===== config.mk =====
export PLATFORM = sky130hd
export DESIGN_NAME = pipelined_adder
export DESIGN_NICKNAME = d
export VERILOG_FILES = /design/src/rtl/pipelined_adder.sv
export SDC_FILE = /design/constraint.sdc
export NUM_CORES = 1
export LEC_CHECK = 0
export ABC_CLOCK_PERIOD_IN_PS = 2300
export BUFFER_PORTS_ARGS = -buffer_cell sky130_fd_sc_hd__clkbuf_2
export CORE_MARGIN = 1
export CORE_UTILIZATION = 56
export CTS_CLUSTER_SIZE = 12
export DETAILED_ROUTE_END_ITERATION = 10
export GPL_TIMING_DRIVEN = 0
export PLACE_DENSITY = 0.89
export SLEW_MARGIN = 20
export SYNTH_ARGS = -nofsm -noshare
export SYNTH_HDL_FRONTEND = slang
export SYNTH_SLANG_ARGS = --single-unit

===== constraint.sdc =====
create_clock -name clk -period 2.3 [get_ports clk]
set_input_delay 0.345 -clock clk [delete_from_list [all_inputs] [get_ports clk]]
set_output_delay 0.345 -clock clk [all_outputs]
set_load 0.02 [all_outputs]

===== src/rtl/pipelined_adder.sv =====
// Pipelined WIDTH-bit adder/subtractor, CHUNK bits of carry chain per register stage.
// Optional signed-overflow output enabled by defining PIPELINED_ADDER_OVF_EN.
module pipelined_adder #(
   parameter int WIDTH = 16,
   parameter int CHUNK = 4
) (
   input  logic             clk,
   input  logic             rst_n,
   input  logic             in_valid,
   output logic             in_ready,
   input  logic [WIDTH-1:0] a,
   input  logic [WIDTH-1:0] b,
   input  logic             cin,
   input  logic             sub,
   output logic             out_valid,
   input  logic             out_ready,
   output logic [WIDTH-1:0] sum,
   output logic             cout
`ifdef PIPELINED_ADDER_OVF_EN
   ,
   output logic             ovf
`endif
);

   localparam int STAGES = WIDTH / CHUNK;

   // Bit offset of stage k's operand skew slice (WIDTH - CHUNK*(k+1) bits each).
   function automatic int skw_off(input int k);
      return k * WIDTH - (CHUNK * k * (k + 1)) / 2;
   endfunction

   // Bit offset of stage k's deskewed partial sum slice (CHUNK*(k+1) bits each).
   function automatic int sum_off(input int k);
      return (CHUNK * k * (k + 1)) / 2;
   endfunction

   localparam int SKW_BITS = (STAGES > 1) ? skw_off(STAGES - 1) : 1;
   localparam int SUM_BITS = sum_off(STAGES);

   // Handshake: an operation enters when in_valid && in_ready, a result leaves when
   // out_valid && out_ready; every slot shifts together whenever the output slot is
   // empty or being consumed, so in_ready is exactly that advance condition.
   logic                adv;
   logic [WIDTH-1:0]    bx;
   logic [STAGES-1:0]   vld;
   logic [STAGES-1:0]   cry;
   logic [SKW_BITS-1:0] a_skw;
   logic [SKW_BITS-1:0] b_skw;
   logic [SUM_BITS-1:0] dsk;

`ifdef PIPELINED_ADDER_OVF_EN
   logic [CHUNK:0] top_s;
   logic           top_a;
   logic           top_b;
`endif

   assign adv       = !vld[STAGES-1] || out_ready;
   assign in_ready  = adv;
   assign bx        = sub ? ~b : b;
   assign out_valid = vld[STAGES-1];
   assign cout      = cry[STAGES-1];
   assign sum       = dsk[sum_off(STAGES-1) +: WIDTH];

   for (genvar k = 0; k < STAGES; k++) begin : g_stage
      localparam int REM = WIDTH - CHUNK * k;
      localparam int LOW = CHUNK * k;

      logic [REM-1:0]       a_in;
      logic [REM-1:0]       b_in;
      logic                 c_in;
      logic                 v_in;
      logic [CHUNK:0]       s;
      logic [LOW+CHUNK-1:0] p_d;
      logic                 v_q;
      logic                 c_q;
      logic [LOW+CHUNK-1:0] p_q;

      if (k == 0) begin : g_src
         assign a_in = a;
         assign b_in = bx;
         assign c_in = sub | cin;
         assign v_in = in_valid;
         assign p_d  = s[CHUNK-1:0];
      end else begin : g_src
         assign a_in = a_skw[skw_off(k-1) +: REM];
         assign b_in = b_skw[skw_off(k-1) +: REM];
         assign c_in = cry[k-1];
         assign v_in = vld[k-1];
         assign p_d  = {s[CHUNK-1:0], dsk[sum_off(k-1) +: LOW]};
      end

      assign s = {1'b0, a_in[CHUNK-1:0]} + {1'b0, b_in[CHUNK-1:0]} + {{CHUNK{1'b0}}, c_in};

      always_ff @(posedge clk or negedge rst_n) begin
         if (!rst_n) begin
            v_q <= 1'b0;
            c_q <= 1'b0;
            p_q <= '0;
         end else if (adv) begin
            v_q <= v_in;
            c_q <= s[CHUNK];
            p_q <= p_d;
         end
      end

      assign vld[k] = v_q;
      assign cry[k] = c_q;
      assign dsk[sum_off(k) +: LOW+CHUNK] = p_q;

      // Operand chunks not yet added ride along one stage behind their carry.
      if (k < STAGES - 1) begin : g_skw
         logic [REM-CHUNK-1:0] a_q;
         logic [REM-CHUNK-1:0] b_q;

         always_ff @(posedge clk or negedge rst_n) begin
            if (!rst_n) begin
               a_q <= '0;
               b_q <= '0;
            end else if (adv) begin
               a_q <= a_in[REM-1:CHUNK];
               b_q <= b_in[REM-1:CHUNK];
            end
         end

         assign a_skw[skw_off(k) +: REM-CHUNK] = a_q;
         assign b_skw[skw_off(k) +: REM-CHUNK] = b_q;
      end

`ifdef PIPELINED_ADDER_OVF_EN
      if (k == STAGES - 1) begin : g_top
         assign top_s = s;
         assign top_a = a_in[CHUNK-1];
         assign top_b = b_in[CHUNK-1];
      end
`endif
   end

`ifdef PIPELINED_ADDER_OVF_EN
   // Carry into the MSB is recovered from the MSB sum bit and its two operand bits.
   always_ff @(posedge clk or negedge rst_n) begin
      if (!rst_n) begin
         ovf <= 1'b0;
      end else if (adv) begin
         ovf <= (top_s[CHUNK-1] ^ top_a ^ top_b) ^ top_s[CHUNK];
      end
   end
`endif

endmodule


==> results of run 1 <==
[final timing paths]
kind / cells past startpoint / endpoint / from
max in group asynchronous: 1 / g_stage[0].g_skw.b_q[3] / rst_n
worst max-delay path: 8 / g_stage[0].c_q / sub
worst min-delay path: 1 / sum[0] / rst_n
worst max register to register: 5 / cout / g_stage[2].c_q
worst min register to register: 2 / sum[2] / sum[2]
min in group clk: 3 / g_stage[0].g_skw.a_q[10] / a[14]
[area by class of cell]
class                           count  area (sq um)
Tap cell                           99           124
Fill cell                         592          2470
Sequential cell                    96          2400
Multi-Input combinational cell    318          1650
Inverter                           11          41.3
Buffer                             22           110
Clock buffer                       11           141
Timing Repair Buffer               55           284
Clock inverter                      5          32.5
[cell families (layout without fill, tap and decap cells)]
group / after synthesis / count (layout) / synth area share
AOI/OAI and AO/OA: 48 / 48 / 0.0638
xor gates and xnor gates: 21 / 21 / 0.0438
adders and majority gates: 20 / 20 / 0.0739
buffers and inverters: 33 / 104 / 0.0361
DFF: 96 / 96 / 0.572
and+or+nand+nor: 229 / 229 / 0.210
[cell usage after synthesis (all sizes together)]
| master | instances | area share |
|---|---|---|
| nor3 | 1 | 0.0012 |
| buf | 16 | 0.021 |
| o21a | 2 | 0.0036 |
| a21o | 5 | 0.0089 |
| or2 | 1 | 0.0015 |
| a22oi | 1 | 0.0018 |
| a21oi | 11 | 0.013 |
| inv | 11 | 0.0098 |
| nand2 | 214 | 0.19 |
| clkbuf | 6 | 0.0054 |
| ha | 12 | 0.036 |
| o31ai | 1 | 0.0030 |
| xnor2 | 13 | 0.027 |
| nor2b | 4 | 0.0077 |
| fa | 8 | 0.038 |
| dfrtp | 96 | 0.57 |
| nand2b | 1 | 0.0015 |
| nor2 | 8 | 0.0072 |
| o21ai | 28 | 0.033 |
| xor2 | 8 | 0.017 |
[metal layers]
| metal | wire length, microns | vias up | track usage |
|---|---|---|---|
| li1 | - | 1526 | - |
| met3 | 458 | 23 | 0.0429 |
| met4 | 308 | 0 | 0.136 |
| met2 | 4200 | 93 | 0.394 |
| met1 | 3510 | 1463 | 0.305 |
| met5 | 0 | - | 0 |
[sequential cells by signal, indices dropped and copies added (netlist names)]
signal,cells
g_stage.g_skw.b_q,24
g_stage.c_q,3
sum,16
g_stage.v_q,3
g_stage.p_q,24
cout,1
g_stage.g_skw.a_q,24
out_valid,1
[worst max-delay path, stage by stage]
cell and delay [ps]:
buf_4 150, buf_4 210, or2_2 320, fa_1 400, fa_1 410, a21o_1 190
a21oi_1 150, a21oi_1 80
[power by group]
group	leakage [nW]	total, mW	switching [mW]	internal [mW]
logic	1.30	2.38	1.46	0.924
registers	1.16	2.87	0.430	2.44
clock network	0.0930	0.992	0.571	0.421
[per-stage QoR]
step            util  TNS [ps]  cells
2_1_floorplan      -         0    447
3_3_place_gp   0.634    -17340    601
3_5_place_dp   0.635      -110    601
4_1_cts        0.659         0    617
5_1_grt        0.659         0    617
6_report       0.659         0    617
==> results.cfg, run 1 <==
[place]
post_dp_cell_area_sq_mm = 0.00461
gp_congestion = 0.821
place_ws_ps = -110
port_buffers = 55
hpwlAfterDp_mm = 6.16

[setup_path]
r2r_setup_slack_ps = 470
path_class = in -> reg
crit_required_ps = 2550
cp-end-kind = flip-flop
crit_arrival_ps = 2260
critical_path_peak_fanout = 10
worst_setup_path_start_kind = input pin

[yosys]
yosysSeqAreaShare = 0.572
netlist-cell-type-count = 24
synth_seq_cells = 96
synth_warnings = 0
syn_nets = 505
synthesis.area_sq_mm = 0.00420
syn_area_per_cell_sq_um = 9.39
syn_inst = 447

[job]
drv_cap = 0

[die]
die_area_sq_mm = 0.00785
core-area_sq_mm = 0.00725
initial_core_util = 0.579
io_pins = 57
fp.dieH_microns = 88.6
std_cell_rows = 31
die_w_microns = 88.6

[layout]
final_cell_mix = nand2_1, dfrtp_1, clkbuf_2
syn_to_final_growth_pct = 13.9
n_antenna_cell = 0
drive_gt1_frac = 0.174
finalNetCount = 571
fin_area_sq_mm = 0.00478
mostFrequentLayoutCell = nand2_1

[sta]
fin_skew_ps = 5.85
finalCriticalPeriod_ps = 2010
setup_slack_ps = 288
finalSetupViolCount = 0
period_share = 0.875
maxSlewHeadroom = 0.511
finalHoldViolCount = 0
clock.fmax_mhz = 497
whs_ps = 37.7
drv_slew = 0
tightestPinTransition_ps = 734
rsz0062_at_grt = false

[global_route]
track_usage = 0.241
antenna_found_initial = 0
grt_max_degree = 97
grt_pass1_vias = 3007
grt_overflow = 0
grt_pass1_wl_mm = 13.9

[outcome]
status = completed

[clock_tree]
cts_root_buffer = clkbuf_8
clk_latency_ps = 370
holdBufCountCts = 0
cts_tree = yes
path_clk_slew_ps = 80
cts_resized = 0
numCtsBuffers = 9
htree_levels = 3
cts.sinks = 96
max-clock-path-buffers = 2
cts_setup_buffers = 0

[route]
first_pass_iters = 4
drc = 0
wire_per_inst_microns = 13.7
via_per_inst = 5.03
routed_wl_mm = 8.48
postRouteAntennaNets = 0
dr_total_vias = 3105
drt-initial-drc-count = 154

[pwr]
p_leak_nw = 2.55
worst_ir_drop_vdd_mv = 0.473
total_power_mw = 6.24
power_density_mw_per_mm2 = 1310

[min_path]
hp-class = in -> async
(Power assumes the default switching activity.)
==> run 2, diff against run 1 <==
--- a/config.mk
+++ b/config.mk
@@ -7,8 +7,10 @@
 export LEC_CHECK = 0
 export ABC_CLOCK_PERIOD_IN_PS = 2300
 export BUFFER_PORTS_ARGS = -buffer_cell sky130_fd_sc_hd__clkbuf_2
+export CELL_PAD_IN_SITES_DETAIL_PLACEMENT = 2
+export CELL_PAD_IN_SITES_GLOBAL_PLACEMENT = 2
 export CORE_MARGIN = 1
-export CORE_UTILIZATION = 56
+export CORE_UTILIZATION = 35
 export CTS_CLUSTER_SIZE = 12
 export DETAILED_ROUTE_END_ITERATION = 10
 export GPL_TIMING_DRIVEN = 0
==> results.cfg, run 2 (synthesis results as in run 1) <==
[outcome]
status = finished with violations
violations = DRC

[layout]
mostFrequentLayoutCell = nand2_1
post-route-util = 0.433
syn_to_final_growth_pct = 19.2
top_regs = g_stage.g_skw.a_q: 24 flops, g_stage.g_skw.b_q: 24 flops, g_stage.p_q: 24 flops
finalNetCount = 573
fin_cells = 663
drive_gt1_frac = 0.179
final_cell_mix = nand2_1, dfrtp_1, clkbuf_2
n_antenna_cell = 0

[sta]
maxSlewHeadroom = 0.587
rsz0062_at_grt = false
finalCriticalPeriod_ps = 2250
fin_skew_ps = 5.96
finalSetupViolCount = 0
clock.fmax_mhz = 445
finalHoldViolCount = 0
drv_slew = 0
tightestPinTransition_ps = 620
period_share = 0.977

[die]
die_w_microns = 112
core-area_sq_mm = 0.0116
initial_core_util = 0.363
io_pins = 57
std_cell_rows = 39
fp.dieH_microns = 112
die_area_sq_mm = 0.0124

[clock_tree]
numCtsBuffers = 9
max-clock-path-buffers = 2
cts.sinks = 96
cts_tree = yes
htree_levels = 3
cts_setup_buffers = 0
cts_root_buffer = clkbuf_16
clk_latency_ps = 340
path_clk_slew_ps = 70

[pwr]
swShare = 0.404
p_sw_mw = 2.90
p_leak_nw = 2.62
power_density_mw_per_mm2 = 1430
intPower_mw = 4.27
seq_power_share = 0.409
pwr-share-comb = 0.378
pwr-share-clk = 0.213
worst_ir_drop_vdd_mv = 0.449

[route]
drc = 3
drt-initial-drc-count = 100
first_pass_iters = 7
postRouteAntennaNets = 0
via_per_inst = 5.05
dr_total_vias = 3349
wire_per_inst_microns = 20.0
routed_wl_mm = 13.3

[setup_path]
critical_path_peak_fanout = 10
cp_top_family = adder cells
crit_arrival_ps = 2440
r2r_setup_slack_ps = 350
worst_setup_path_start_kind = input pin
crit_top_cell = buf_4
slowest_stage = fa_1
path_cells = buf_4, buf_4, or2_2, fa_1, fa_2, a21o_1, a21oi_2, a21oi_1
crit_required_ps = 2500
cp-end-kind = flip-flop
worst-path-buf-inv = 2
path_class = in -> reg
cpPeakStageDelay_ps = 430

[place]
hpwlAfterDp_mm = 8.83
place_inst = 646
port_buffers = 55
gp_congestion = 0.766

[global_route]
track_usage = 0.232
antenna_found_initial = 0
grt_max_degree = 69
grt_pass1_vias = 3985
grt_pass1_wl_mm = 21.6
grt_overflow = 0

[min_path]
hp-class = in -> reg

[job]
drv_cap = 0
run 2: final timing paths:
check                                          end  depth (start not counted)            from
setup reg to reg                    g_stage[2].c_q                          6  g_stage[1].c_q
hold reg to reg                             sum[2]                          2          sum[2]
max in group asynchronous        g_stage[2].p_q[3]                          3           rst_n
min in group asynchronous  g_stage[1].g_skw.b_q[1]                          2           rst_n
hold / removal             g_stage[0].g_skw.a_q[0]                          3            a[4]
setup / recovery                    g_stage[0].c_q                          8             sub
run 2: power groups by stage:
stage          clock network (mW)  registers, mW  logic (mW)
3_5_place_dp                    0           2.94        2.61
3_3_place_gp                    0           2.87        2.34
2_1_floorplan                   0           2.98        1.53
6_report                     1.53           2.93        2.71
5_1_grt                      1.61           3.02        3.02
4_1_cts                      1.56           2.94        2.75
run 2: worst min-delay path, stage by stage:
cell and delay (ps):
clkbuf_2 70, nand2_1 40, nand2_1 50
run 2: timing repair:
action	in CTS	in global routing
hold buffers	1	0
gates cloned	0	0
resized for setup	1	1
endpoints found under the setup margin	1	1
endpoints found under the hold margin	28	0
run 2: stage by stage:
stage / instance area, sq um / total power [mW] / hold WS (ps) / TNS [ps] / setup WS, ps
global route: 5000 / 7.65 / 214 / 0 / 31.5
global placement: 4650 / 5.21 / 449 / -29480 / -314
finish: 5000 / 7.17 / 199 / 0 / 52.0
floorplan: 4200 / 4.51 / 49.4 / 0 / 19.1
detailed placement: 4690 / 5.55 / 256 / -378 / -378
CTS: 5000 / 7.25 / 193 / 0 / 8.17
run 2: metal layers:
layer | vias to the layer above | part of all wire | track usage
met5 | - | 0 | 0
met4 | 0 | 0.040 | 0.132
met3 | 29 | 0.020 | 0.0207
met2 | 69 | 0.53 | 0.426
met1 | 1730 | 0.41 | 0.264
li1 | 1521 | - | -
run 2: final cells by class:
type                       instances  area (sq um)
buffer                            22           110
clock buffer                      11           243
clock inverter                     5          56.3
fill                            1256          6560
inverter                          11          41.3
multi-input combinational        318          1650
sequential                        96          2400
tap                              143           179
timing repair buffer              57           322
==> run 3, diff against run 2 <==
--- a/config.mk
+++ b/config.mk
@@ -5,7 +5,7 @@
 export SDC_FILE = /design/constraint.sdc
 export NUM_CORES = 1
 export LEC_CHECK = 0
-export ABC_CLOCK_PERIOD_IN_PS = 2300
+export ABC_AREA = 1
 export BUFFER_PORTS_ARGS = -buffer_cell sky130_fd_sc_hd__clkbuf_2
 export CELL_PAD_IN_SITES_DETAIL_PLACEMENT = 2
 export CELL_PAD_IN_SITES_GLOBAL_PLACEMENT = 2
@@ -15,6 +15,7 @@
 export DETAILED_ROUTE_END_ITERATION = 10
 export GPL_TIMING_DRIVEN = 0
 export PLACE_DENSITY = 0.89
+export REMOVE_ABC_BUFFERS = 1
 export SLEW_MARGIN = 20
 export SYNTH_ARGS = -nofsm -noshare
 export SYNTH_HDL_FRONTEND = slang
==> results.cfg, run 3 <==
[global_route]
grt_overflow = 0
grt_pass1_vias = 3675
grt_pass1_wl_mm = 17.4
track_usage = 0.176
grt_max_degree = 86
antenna_found_initial = 0

[sta]
tightestPinTransition_ps = 557
finalCriticalPeriod_ps = 2220
finalHoldViolCount = 0
drv_slew = 0
fin_skew_ps = 2.45
setup_slack_ps = 76.2
finalSetupViolCount = 0
maxSlewHeadroom = 0.628
rsz0062_at_grt = false
clock.fmax_mhz = 450
period_share = 0.967

[yosys]
synth_enable_flop_cells = 0
async_flop_share = 1.00
synth_seq_cells = 96
yosys_most_used_dff = dfrtp_1
synth_top_area_cell = dfrtp_1
synth_area_leaders = dfrtp_1, nand2_1, o21ai_0
syn_inst = 463
yosysSeqAreaShare = 0.568
synth.top_cell.area_share = 0.568
synthesis.area_sq_mm = 0.00423
synth_most_common_cell = nand2_1
syn_area_per_cell_sq_um = 9.13
synth_warnings = 0
synth_common_cells = nand2_1, dfrtp_1, o21ai_0
netlist-cell-type-count = 20

[setup_path]
cpPeakStageDelay_ps = 390
path_class = reg -> out
crit_required_ps = 1960
cp-end-kind = primary output
cp_top_family = buffers and inverters
critical_path_peak_fanout = 85
slowest_stage = dfrtp_1
worst_setup_path_start_kind = flip-flop
crit_arrival_ps = 1880
worst-path-buf-inv = 5
path_cells = inv_1, nor2_4, buf_16, buf_12, inv_12, clkbuf_2

[pwr]
p_leak_nw = 2.58
worst_ir_drop_vdd_mv = 0.455
power_density_mw_per_mm2 = 1340
total_power_mw = 6.65

[route]
via_per_inst = 4.84
drc = 3
drt-initial-drc-count = 111
dr_total_vias = 3199
routed_wl_mm = 9.91
wire_per_inst_microns = 15.0
first_pass_iters = 7
postRouteAntennaNets = 0

[die]
initial_core_util = 0.364
fp.dieH_microns = 112
std_cell_rows = 39
die_area_sq_mm = 0.0125
io_pins = 57
core-area_sq_mm = 0.0116
die_w_microns = 112

[min_path]
hp-class = in -> reg

[clock_tree]
cts_tree = yes
htree_levels = 3
numCtsBuffers = 9
max-clock-path-buffers = 2
clk_latency_ps = 330
cts.sinks = 96
cts_root_buffer = clkbuf_16
path_clk_slew_ps = 60

[layout]
drive_gt1_frac = 0.147
final-seq-area_sq_mm = 0.00240
n_fill_cell = 1296
mostFrequentLayoutCell = nand2_1
fin_cells = 661
multiInputGateArea_sq_mm = 0.00160
top_regs = g_stage.g_skw.a_q: 24 flops, g_stage.g_skw.b_q: 24 flops, g_stage.p_q: 24 flops
syn_to_final_growth_pct = 17.6
finalNetCount = 573
fin_area_sq_mm = 0.00497
final_cell_mix = nand2_1, dfrtp_1, clkbuf_2
n_antenna_cell = 0

[place]
port_buffers = 56
gp_congestion = 0.685
post_dp_cell_area_sq_mm = 0.00468
place_inst = 644
hpwlAfterDp_mm = 6.67
place_ws_ps = -250

[outcome]
status = finished with violations
violations = DRC

[job]
drv_cap = 0
## run 3: kinds of logic (layout without fill, tap and decap cells)
| family | Yosys count | count (layout) | synth area share |
|---|---|---|---|
| flops | 96 | 96 | 0.568 |
| fa+ha+maj | 20 | 20 | 0.0734 |
| compound gates | 59 | 59 | 0.0713 |
| buf+inv | 56 | 110 | 0.0562 |
| simple gates | 216 | 217 | 0.198 |
| xor+xnor | 16 | 16 | 0.0331 |
## run 3: metrics by stage
step                       util  hold WS (ps)  setup TNS (ps)
after floorplan               -          49.4          -32470
after global placement    0.394           433         -154490
after detailed placement  0.403           310            -401
after CTS                 0.428           198               0
after global routing      0.428           208               0
final                     0.428           206               0
## run 3: metal layers
metal  vias to the layer above  global-route usage  share of wire
li1                       1534                   -              -
met1                      1614               0.209           0.43
met2                        43               0.325           0.53
met3                         8              0.0316          0.027
met4                         0              0.0477          0.010
met5                         -                   0              0
## run 3: power by group
part           internal, mW  leakage (nW)  total, mW  switching, mW
clock network         0.750         0.126       1.34          0.586
logic                 0.890          1.29       2.46           1.57
registers              2.44          1.16       2.85          0.409
total                  4.08          2.58       6.65           2.57
## run 3: area by class of cell
type,count,share of cell area
clock buffers,13,0.0503
clock inverters,1,0.00101
inverters,34,0.0282
multi-input cells,312,0.321
flip-flops and latches,96,0.483
well taps,143,0.0360
repair buffers,62,0.0808
## run 3: worst paths after layout
path                                         startpoint                      end  slack, ps  cells past startpoint
max in group asynchronous                         rst_n  g_stage[0].g_skw.a_q[7]       1220                      3
worst max register to register           g_stage[2].c_q                     cout        510                      6
worst min-delay path                               a[6]  g_stage[0].g_skw.a_q[2]        210                      3
min in group asynchronous                         rst_n  g_stage[0].g_skw.b_q[3]        500                      2
worst max-delay path                          out_valid                 in_ready         80                      6
worst min register to register  g_stage[0].g_skw.b_q[9]  g_stage[1].g_skw.b_q[5]        470                      2
## run 3: timing repair
| action | in CTS | in global routing |
|---|---|---|
| gates cloned | 1 | 0 |
| setup endpoints to repair | 1 | 1 |
| gates resized for setup | 3 | 1 |
| hold endpoints to repair | 42 | 0 |
| setup buffers | 1 | 0 |
| hold buffers | 1 | 0 |
| pin swaps | 1 | 0 |
## run 3: worst register-to-register path, delay by kind of cell (launching register included)
| family | cells | cell delay [ps] |
|---|---|---|
| fa+ha+maj | 2 | 910 |
| flops | 1 | 400 |
| compound gates | 2 | 230 |
| simple gates | 1 | 90 |
| buf+inv | 1 | 50 |
